==> src/rtl/cpu_pkg.sv <==
// Shared definitions for the decode, ALU and writeback stages.
// Covers the opcode map, condition codes, shifter controls and instruction field layout.
package cpu_pkg;

   localparam logic [3:0] OP_ADD  = 4'b0000;
   localparam logic [3:0] OP_SUB  = 4'b0001;
   localparam logic [3:0] OP_MUL  = 4'b0010;
   localparam logic [3:0] OP_ORR  = 4'b0011;
   localparam logic [3:0] OP_AND  = 4'b0100;
   localparam logic [3:0] OP_EOR  = 4'b0101;
   localparam logic [3:0] OP_MOVI = 4'b0110;
   localparam logic [3:0] OP_MOV  = 4'b0111;
   localparam logic [3:0] OP_CMP  = 4'b1011;
   localparam logic [3:0] OP_LDR  = 4'b1101;
   localparam logic [3:0] OP_STR  = 4'b1110;

   localparam logic [3:0] COND_EQ = 4'h0;
   localparam logic [3:0] COND_NE = 4'h1;
   localparam logic [3:0] COND_CS = 4'h2;
   localparam logic [3:0] COND_CC = 4'h3;
   localparam logic [3:0] COND_MI = 4'h4;
   localparam logic [3:0] COND_PL = 4'h5;
   localparam logic [3:0] COND_VS = 4'h6;
   localparam logic [3:0] COND_VC = 4'h7;
   localparam logic [3:0] COND_HI = 4'h8;
   localparam logic [3:0] COND_LS = 4'h9;
   localparam logic [3:0] COND_GE = 4'hA;
   localparam logic [3:0] COND_LT = 4'hB;
   localparam logic [3:0] COND_GT = 4'hC;
   localparam logic [3:0] COND_LE = 4'hD;
   localparam logic [3:0] COND_AL = 4'hE;

   localparam logic [2:0] SR_NONE = 3'd0;
   localparam logic [2:0] SR_LSL  = 3'd1;
   localparam logic [2:0] SR_LSR  = 3'd2;
   localparam logic [2:0] SR_ASR  = 3'd3;
   localparam logic [2:0] SR_ROR  = 3'd4;

   localparam int COND_MSB = 31, COND_LSB = 28;
   localparam int OP_MSB   = 27, OP_LSB   = 24;
   localparam int S_BIT    = 23;
   localparam int RD_MSB   = 22, RD_LSB   = 19;
   localparam int RN_MSB   = 18, RN_LSB   = 15;
   localparam int RM_MSB   = 14, RM_LSB   = 11;
   localparam int SRC_MSB  = 10, SRC_LSB  = 8;
   localparam int SRB_MSB  = 7,  SRB_LSB  = 3;
   localparam int IMM_MSB  = 15, IMM_LSB  = 0;

   typedef struct packed {
      logic [3:0]  cond;
      logic [3:0]  opcode;
      logic        s;
      logic [3:0]  rd;
      logic [3:0]  rn;
      logic [3:0]  rm;
      logic [2:0]  sr_cont;
      logic [4:0]  sr_bit;
      logic [15:0] imm;
   } fields_t;

   typedef struct packed {
      logic [31:0] alu_in1;
      logic [31:0] alu_in2;
      logic [3:0]  opcode;
      logic [3:0]  cond;
      logic        s;
      logic [2:0]  sr_cont;
      logic [4:0]  sr_bit;
      logic [15:0] imm;
      logic [3:0]  rd;
      logic        rd_we;
   } dec_t;

   function automatic fields_t split(input logic [31:0] i);
      fields_t f;
      f.cond    = i[COND_MSB:COND_LSB];
      f.opcode  = i[OP_MSB:OP_LSB];
      f.s       = i[S_BIT];
      f.rd      = i[RD_MSB:RD_LSB];
      f.rn      = i[RN_MSB:RN_LSB];
      f.rm      = i[RM_MSB:RM_LSB];
      f.sr_cont = i[SRC_MSB:SRC_LSB];
      f.sr_bit  = i[SRB_MSB:SRB_LSB];
      f.imm     = i[IMM_MSB:IMM_LSB];
      return f;
   endfunction

   function automatic logic writes_rd(input logic [3:0] op);
      return (op <= OP_MOV) || (op == OP_LDR);
   endfunction

   function automatic logic uses_rn(input logic [3:0] op);
      return op != OP_MOVI;
   endfunction

   function automatic logic uses_rm(input logic [3:0] op);
      return (op <= OP_EOR) || (op == OP_CMP);
   endfunction

endpackage

==> src/rtl/reg_file.sv <==
// 16 x 32 register file, two combinational reads and one write.
// A same-cycle write is forwarded to either read port.
module reg_file
   import cpu_pkg::*;
(
   input  logic        clk,
   input  logic        rst_n,
   input  logic        we,
   input  logic [3:0]  waddr,
   input  logic [31:0] wdata,
   input  logic [3:0]  raddr1,
   input  logic [3:0]  raddr2,
   output logic [31:0] rdata1,
   output logic [31:0] rdata2
);

   logic [15:0][31:0] mem;

   always_ff @(posedge clk) begin
      if (!rst_n)  mem <= '0;
      else if (we) mem[waddr] <= wdata;
   end

   assign rdata1 = (we && waddr == raddr1) ? wdata : mem[raddr1];
   assign rdata2 = (we && waddr == raddr2) ? wdata : mem[raddr2];

endmodule

==> src/rtl/instr_decode.sv <==
// Decode stage: operand fetch, scoreboard hazard check and a single output
// register with valid/ready handshakes on both sides.
module instr_decode
   import cpu_pkg::*;
(
   input  logic        clk,
   input  logic        rst_n,
   input  logic [31:0] instr,
   input  logic        instr_valid,
   output logic        instr_ready,
   input  logic        wb_en,
   input  logic [3:0]  wb_addr,
   input  logic [31:0] wb_data,
   output logic        out_valid,
   input  logic        out_ready,
   output logic [31:0] alu_in1,
   output logic [31:0] alu_in2,
   output logic [3:0]  opcode,
   output logic [3:0]  cond,
   output logic        s,
   output logic [2:0]  sr_cont,
   output logic [4:0]  sr_bit,
   output logic [15:0] imm,
   output logic [3:0]  rd,
   output logic        rd_we
);

   fields_t     f;
   dec_t        dec_d, dec_q;
   logic [31:0] rdata1, rdata2;
   logic [15:0] pending, set_mask, clr_mask;
   logic        use_rn, use_rm, we_new, hazard, accept;

   assign f = split(instr);

   reg_file u_rf (
      .clk    (clk),
      .rst_n  (rst_n),
      .we     (wb_en),
      .waddr  (wb_addr),
      .wdata  (wb_data),
      .raddr1 (f.rn),
      .raddr2 (f.rm),
      .rdata1 (rdata1),
      .rdata2 (rdata2)
   );

   assign use_rn = uses_rn(f.opcode);
   assign use_rm = uses_rm(f.opcode);
   assign we_new = writes_rd(f.opcode);

   // A pending register being written back this cycle is covered by the bypass.
   assign hazard = (use_rn && pending[f.rn] && !(wb_en && wb_addr == f.rn)) ||
                   (use_rm && pending[f.rm] && !(wb_en && wb_addr == f.rm));

   assign instr_ready = rst_n && !hazard && (!out_valid || out_ready);
   assign accept      = instr_valid && instr_ready;

   always_comb begin
      dec_d         = '0;
      dec_d.alu_in1 = use_rn ? rdata1 : 32'd0;
      dec_d.alu_in2 = use_rm ? rdata2 : 32'd0;
      dec_d.opcode  = f.opcode;
      dec_d.cond    = f.cond;
      dec_d.s       = f.s;
      dec_d.sr_cont = f.sr_cont;
      dec_d.sr_bit  = f.sr_bit;
      dec_d.imm     = (f.opcode == OP_MOVI) ? f.imm : 16'd0;
      dec_d.rd      = f.rd;
      dec_d.rd_we   = we_new;
   end

   assign set_mask = (accept && we_new) ? (16'd1 << f.rd)   : 16'd0;
   assign clr_mask = wb_en              ? (16'd1 << wb_addr) : 16'd0;

   always_ff @(posedge clk) begin
      if (!rst_n) pending <= '0;
      else        pending <= (pending & ~clr_mask) | set_mask;
   end

   always_ff @(posedge clk) begin
      if (!rst_n) begin
         out_valid <= 1'b0;
         dec_q     <= '0;
      end else if (accept) begin
         out_valid <= 1'b1;
         dec_q     <= dec_d;
      end else if (out_ready) begin
         out_valid <= 1'b0;
      end
   end

   assign alu_in1 = dec_q.alu_in1;
   assign alu_in2 = dec_q.alu_in2;
   assign opcode  = dec_q.opcode;
   assign cond    = dec_q.cond;
   assign s       = dec_q.s;
   assign sr_cont = dec_q.sr_cont;
   assign sr_bit  = dec_q.sr_bit;
   assign imm     = dec_q.imm;
   assign rd      = dec_q.rd;
   assign rd_we   = dec_q.rd_we;

endmodule

==> config.mk <==
export PLATFORM = sky130hd
export DESIGN_NAME = instr_decode
export DESIGN_NICKNAME = d
export VERILOG_FILES = /design/src/rtl/cpu_pkg.sv /design/src/rtl/reg_file.sv /design/src/rtl/instr_decode.sv
export SDC_FILE = /design/constraint.sdc
export NUM_CORES = 2
export LEC_CHECK = 0
export ABC_CLOCK_PERIOD_IN_PS = 4700
export BUFFER_PORTS_ARGS = -buffer_cell sky130_fd_sc_hd__buf_2
export CAP_MARGIN = 20
export CORE_MARGIN = 3
export CORE_UTILIZATION = 61
export DETAILED_ROUTE_END_ITERATION = 12
export GPL_ROUTABILITY_DRIVEN = 0
export GPL_TIMING_DRIVEN = 0
export PLACE_DENSITY = 0.8
export RECOVER_POWER = 100
export SYNTH_ARGS = -nofsm -noshare
export SYNTH_HDL_FRONTEND = slang
export SYNTH_SLANG_ARGS = --single-unit
==> constraint.sdc <==
create_clock -name clk -period 4.7 [get_ports clk]
set_input_delay 0.47 -clock clk [delete_from_list [all_inputs] [get_ports clk]]
set_output_delay 0.47 -clock clk [all_outputs]
set_load 0.02 [all_outputs]
# [Word level (Yosys, flattened, before mapping)]
# Index checks and enable logic that the tools add are counted.
[word_totals] mem_count=0 romBits=0 out_inout_bits=104 latchBits=0 ramBits=0 register_bits=631 word_cells=85
[classes] div=0 n_shift=2 mux=20 add_sub_neg=0 n_reduce_logical=20 n_lt_le_gt_ge=6 bitwise=3 n_mul=0 eq_ne=6
[ops] operator="$bwmux W512" count=1
[ops] operator="$bmux W32 S4" count=2
[ops] operator="$mux W32" count=7
[ops] operator="$demux W32 S4" count=1
[ops] operator="$mux W16" count=3
[ops] operator="$shl A1 B4 Y16 const A" count=2
[ops] operator="$and A16 B16 Y16" count=1
[ops] operator="$not A16 Y16" count=1
[ops] operator="$or A16 B16 Y16" count=1
[ops] operator="$lt A4 B5 Y1 const B" count=3
[ops] operator="$logic_and A1 B1 Y1" count=11
[ops] operator="$bmux W1 S4" count=2
[ops] operator="$eq A4 B4 Y1" count=2
[ops] operator="$eq A4 B4 Y1 const B" count=2
[ops] operator="$le A4 B3 Y1 const B" count=2
[ops] operator="$eq A4 B3 Y1 const B" count=1
[ops] operator="$ge A4 B1 Y1 const B" count=1
[ops] operator="$logic_not A1 Y1" count=4
[ops] operator="$logic_or A1 B1 Y1" count=4
[ops] operator="$mux W1" count=4
[ops] operator="$ne A4 B3 Y1 const B" count=1
[ops] operator="$reduce_bool A2 Y1" count=1

# [Depth between registers and ports, before layout]
[depth] ltp_word=12 mapped_depth=9

# [Cells and area by module]
# Synthesis repeated with hierarchy kept, for this count alone.
[hier_totals] hier_cells=3429 hier_area_um2=32209.6
[modules_own_cells] mod="reg_file" cells_per_inst=2937 area_per_inst_um2=27333.7 instances=1 seq_area_each_um2=10249.8
[modules_own_cells] mod="instr_decode" cells_per_inst=492 area_per_inst_um2=4875.9 instances=1 seq_area_each_um2=2382.3

# [Least setup slack after synthesis]
# No wires, ideal clock.
[synth_path] path_type="input-to-output" from="input port instr[11]" to="output port instr_ready" t_arrival_ns=2.248 path_stages=7 path_slack_ns=1.982 cell_sequence="buf_6 -> mux4_2 -> a2111oi_2 -> a311o_2 -> buf_2 -> buf_2 -> and2_1"
[synth_via] elab_chain_len=8
[synth_lines] item="start, declared" line="instr_decode.sv:8" source="input logic [31:0] instr,"
[synth_lines] item="$bmux W1 S4 or $eq A4 B4 Y1 (tied branches)" line="instr_decode.sv:54" source="(use_rm && pending[f.rm] && !(wb_en && wb_addr == f.rm));"
[synth_lines] item="$mux W1 (not written as such) or $logic_and A1 B1 Y1 (tied branches)" line="instr_decode.sv:54"
[synth_lines] item="$logic_and A1 B1 Y1 or $logic_not A1 Y1 (tied branches)" line="instr_decode.sv:54"
[synth_lines] item="$logic_and A1 B1 Y1 *" line="instr_decode.sv:54"
[synth_lines] item="$logic_or A1 B1 Y1 *" line="instr_decode.sv:53" source="assign hazard = (use_rn && pending[f.rn] && !(wb_en && wb_addr == f.rn)) ||"
[synth_lines] item="$logic_not A1 Y1 *" line="instr_decode.sv:56" source="assign instr_ready = rst_n && !hazard && (!out_valid || out_ready);"
[synth_lines] item="$logic_and A1 B1 Y1 * (2 in series)" line="instr_decode.sv:56"
[synth_lines] item="end, declared" line="instr_decode.sv:10" source="output logic instr_ready,"
# Mark *: on every way between the ends. The rest lies on a longest branch, timed or not. The select of a mux whose other input is x is not followed.

# [Final worst setup path]
[layout_path] from="input port instr[17]" to="register dec_q (netlist bit alu_in2[12])"
[layout_via] elab_chain_len=9
[layout_lines] item="$bmux W1 S4 or $eq A4 B4 Y1 (tied branches)" line="instr_decode.sv:53"
[layout_lines] item="$mux W1 (not written as such) or $logic_and A1 B1 Y1 (tied branches)" line="instr_decode.sv:53"
[layout_lines] item="$logic_and A1 B1 Y1 or $logic_not A1 Y1 (tied branches)" line="instr_decode.sv:53"
[layout_lines] item="$logic_and A1 B1 Y1 *" line="instr_decode.sv:53"
[layout_lines] item="$logic_or A1 B1 Y1 *" line="instr_decode.sv:53"
[layout_lines] item="$logic_not A1 Y1 *" line="instr_decode.sv:56"
[layout_lines] item="$logic_and A1 B1 Y1 * (2 in series)" line="instr_decode.sv:56"
[layout_lines] item="$logic_and A1 B1 Y1 *" line="instr_decode.sv:57" source="assign accept = instr_valid && instr_ready;"
[layout_lines] item="end signal, assigned" line="instr_decode.sv:84" source="dec_q <= '0;"
[layout_lines] item="end signal, assigned" line="instr_decode.sv:87" source="dec_q <= dec_d;"
[layout_lines] item="end, declared" line="instr_decode.sv:29" source="dec_t dec_d, dec_q;"
# Marks and branches as above.
# A chain may end at the register's enable or synchronous reset.

==> impl_metrics.ini <==
[status]
status = finished, violations left
violations = max-capacitance violations, max-slew violations

[worst_setup_path]
worstPathCellList = clkbuf_1 -> xor2_1 -> nor3_1 -> nand3_1 -> nand3_1 -> nand3_1 -> clkbuf_1 -> clkbuf_1 -> mux2i_1
cp.required_ns = 5.22
path_buf_inv = 3
cpMaxStageDelayCell = clkbuf_1
crit_arrival_ns = 4.52
start_kind = input pin
path_class = input pin to register
setup.worst_path.end_class = register
path_delay_family = buffers and inverters
cp_max_fo = 10
slowest_delay_ns = 0.80

[synthesis]
ys_seq_area_share_pct = 39.0
netlist_area_mm2 = 0.0324
synth_edf_count = 0
netlist_instances = 3403
synth_top_cell_area_share_pct = 39.0
synth.largest_area_cell = dfxtp_1
async_reset_ff_share_pct = 0
synthMostInstantiatedCell = nand2_1
synth-seq-cells = 631
synth_warnings = 0
syn_avg_cell_area_um2 = 9.52
synth_nets = 3476
synth.area.top_cells = dfxtp_1 39%, mux4_2 23%, nand2_1 14%, a21boi_0 12%, clkbuf_1 3.4%
ys_types = 37
synth_common_cells = 1,244 x nand2_1, 631 x dfxtp_1, 513 x a21boi_0, 326 x mux4_2, 291 x clkbuf_1
yosys_most_used_dff = dfxtp_1

[floorplanning]
die_w_um = 237
die_h_um = 237
core_mm2 = 0.0519
dieArea_mm2 = 0.0559
num_rows = 83
io_pins = 177
start_util_pct = 62.4

[drt]
drt-initial-drc-count = 4617
via_count = 29600
routed_via_density = 6.82
routedWlPerCell_um = 27.3
dr.pass1.iters = 10
ant_nets = 0
drc = 0
drt_wl_total_um = 119000

[grt]
grt_pass1_wl_um = 173000
antenna_found_initial = 2
grt_start_max_net_pins = 14
grt_usage_pct = 41.3
gr-total-overflow = 0
grt_pass1_vias = 28800

[power]
power.internal_mw = 9.09
ir_drop_v = 0.000262
p_per_area_mw_per_mm2 = 340
combPwrFrac_pct = 9.9
p_seq_share_pct = 44.8
power_frac_clock_pct = 45.3
p_sw_share_pct = 25.8
p_sw_mw = 3.16
p_leak_nw = 11.8

[final_layout]
finalNonFillerCells = 4343
drive_gt1_share_pct = 14.7
finalNetCount = 3686
areaGrowthSynthToFinish_pct = 11.3

[cts]
cts_hold_buf = 0
post_cts_resized = 0
clk_pin_slew_ns = 0.06
cts_buffers = 69
cts_setup_buffers = 0
cts_root_buf = clkbuf_16
cts.path.max_buffers = 3
cts_num_sinks = 631
cts_tree = built
cts_htree_levels = 3
insertion_delay_ns = 0.62

[timing]
relSlewSlack_pct = -4.95
worst_pin_slew_ns = 1.57
rsz0062_at_grt = no
finalCriticalPeriod_ns = 4.00
max_clock_freq_ghz = 0.250
fin_ws_ns = 0.702
finalHoldViolations = 0
skew_ns = 0.0157
slew_violations = 11
finalSetupViolCount = 0
final.setup.tns_ns = 0
finalCritPeriodShare_pct = 85.1

[placed_design]
placedCellCount = 4217
dp_hpwl_um = 81300
io_buffers = 133
pre_cts_ws_ns = 0.995

[job]
cap_violations = 1

[min_path]
holdCritPathClass = input pin to register
worst paths after layout:
kind / startpoint / to / slack, ns / cells after the start
setup / recovery: instr[17] / alu_in2[12]$_SDFFE_PN0P_ / 0.70 / 9
hold / removal: instr[31] / cond[3]$_SDFFE_PN0P_ / 0.1 / 3
setup reg to reg: pending[3]$_SDFF_PN0_ / alu_in2[12]$_SDFFE_PN0P_ / 1.37 / 8
hold reg to reg: cond[1]$_SDFFE_PN0P_ / cond[1]$_SDFFE_PN0P_ / 0.45 / 2
layout make-up:
class	instances	area, µm²
Multi-Input combinational cell	2410	18300
Fill cell	3973	15800
Buffer	359	1450
Timing Repair Buffer	139	618
Inverter	3	11.3
Clock inverter	13	165
Tap cell	680	851
Antenna cell	1	2.50
Clock buffer	107	2080
Sequential cell	631	12600
power by group through the flow:
stage                     combinational [mW]  sequential [mW]  clock [mW]
after floorplan                        0.716             5.62           0
after global placement                  1.15             5.60           0
after detailed placement                1.16             5.60           0
after CTS                               1.17             5.48        5.49
after global routing                    1.25             5.49        5.70
final                                   1.22             5.49        5.55
per-stage QoR:
| step | power, mW | hold slack (ns) | cell area (µm²) | utilization [%] |
|---|---|---|---|---|
| finish | 12.3 | 0.0977 | 36100 | 69.5 |
| global route | 12.4 | 0.133 | 36100 | 69.5 |
| CTS | 12.1 | 0.0862 | 36200 | 69.7 |
| detailed placement | 6.76 | 0.442 | 33900 | 65.4 |
| global placement | 6.74 | 0.434 | 33900 | 65.3 |
| floorplan | 6.34 | 0.450 | 32400 | - |
flip-flops by register name, summed over array words and instances (netlist names):
signal / cells
rd: 4
sr_bit: 5
u_rf.mem: 512
cond: 4
opcode: 4
alu_in2: 32
s: 1
sr_cont: 3
alu_in1: 32
out_valid: 1
imm: 16
pending: 16
rd_we: 1
kinds of logic after synthesis:
group	Yosys count	share of synthesized area (%)
XOR/XNOR	8	0.216
buffers and inverters	362	4.66
AND/OR/NAND/NOR	1366	16.5
AO/OA/AOI/OAI	606	13.7
flip-flops	631	39.0
multiplexers	430	26.0
worst register-to-register path, stage by stage (launching register included):
cell and delay (ns):
dfxtp_1 0.40, mux4_2 0.26, mux2i_1 0.07, mux2i_1 0.15
nand3_1 0.20, nand3_1 0.37, clkbuf_1 0.68, clkbuf_1 0.81
mux2i_1 0.32
cells in the final DEF (no fill, tap or decap), types with 4 or more instances in the layout:
master / instances
a21boi_0: 513
a21o_1: 32
buf_1: 15
buf_2: 54
buf_4: 11
buf_6: 6
bufinv_16: 4
clkbuf_1: 428
clkbuf_16: 73
clkbuf_8: 13
clkinv_2: 9
dfxtp_1: 631
mux2_2: 32
mux2i_1: 72
mux4_2: 326
nand2_1: 1244
nand2b_1: 5
nand3_1: 33
nand4_1: 39
nor2_1: 13
nor2b_1: 7
nor3_1: 11
o21ai_0: 52
or3_1: 4
xor2_1: 6
metal layers:
metal | GRT usage (%) | wire length (µm) | vias up
met5 | 2.16 | 180 | -
met4 | 27.3 | 9330 | 6
met3 | 16.5 | 18800 | 700
met2 | 59.7 | 49800 | 2544
met1 | 50.8 | 40600 | 14100
li1 | - | - | 12200
(Power assumes the default switching activity.)
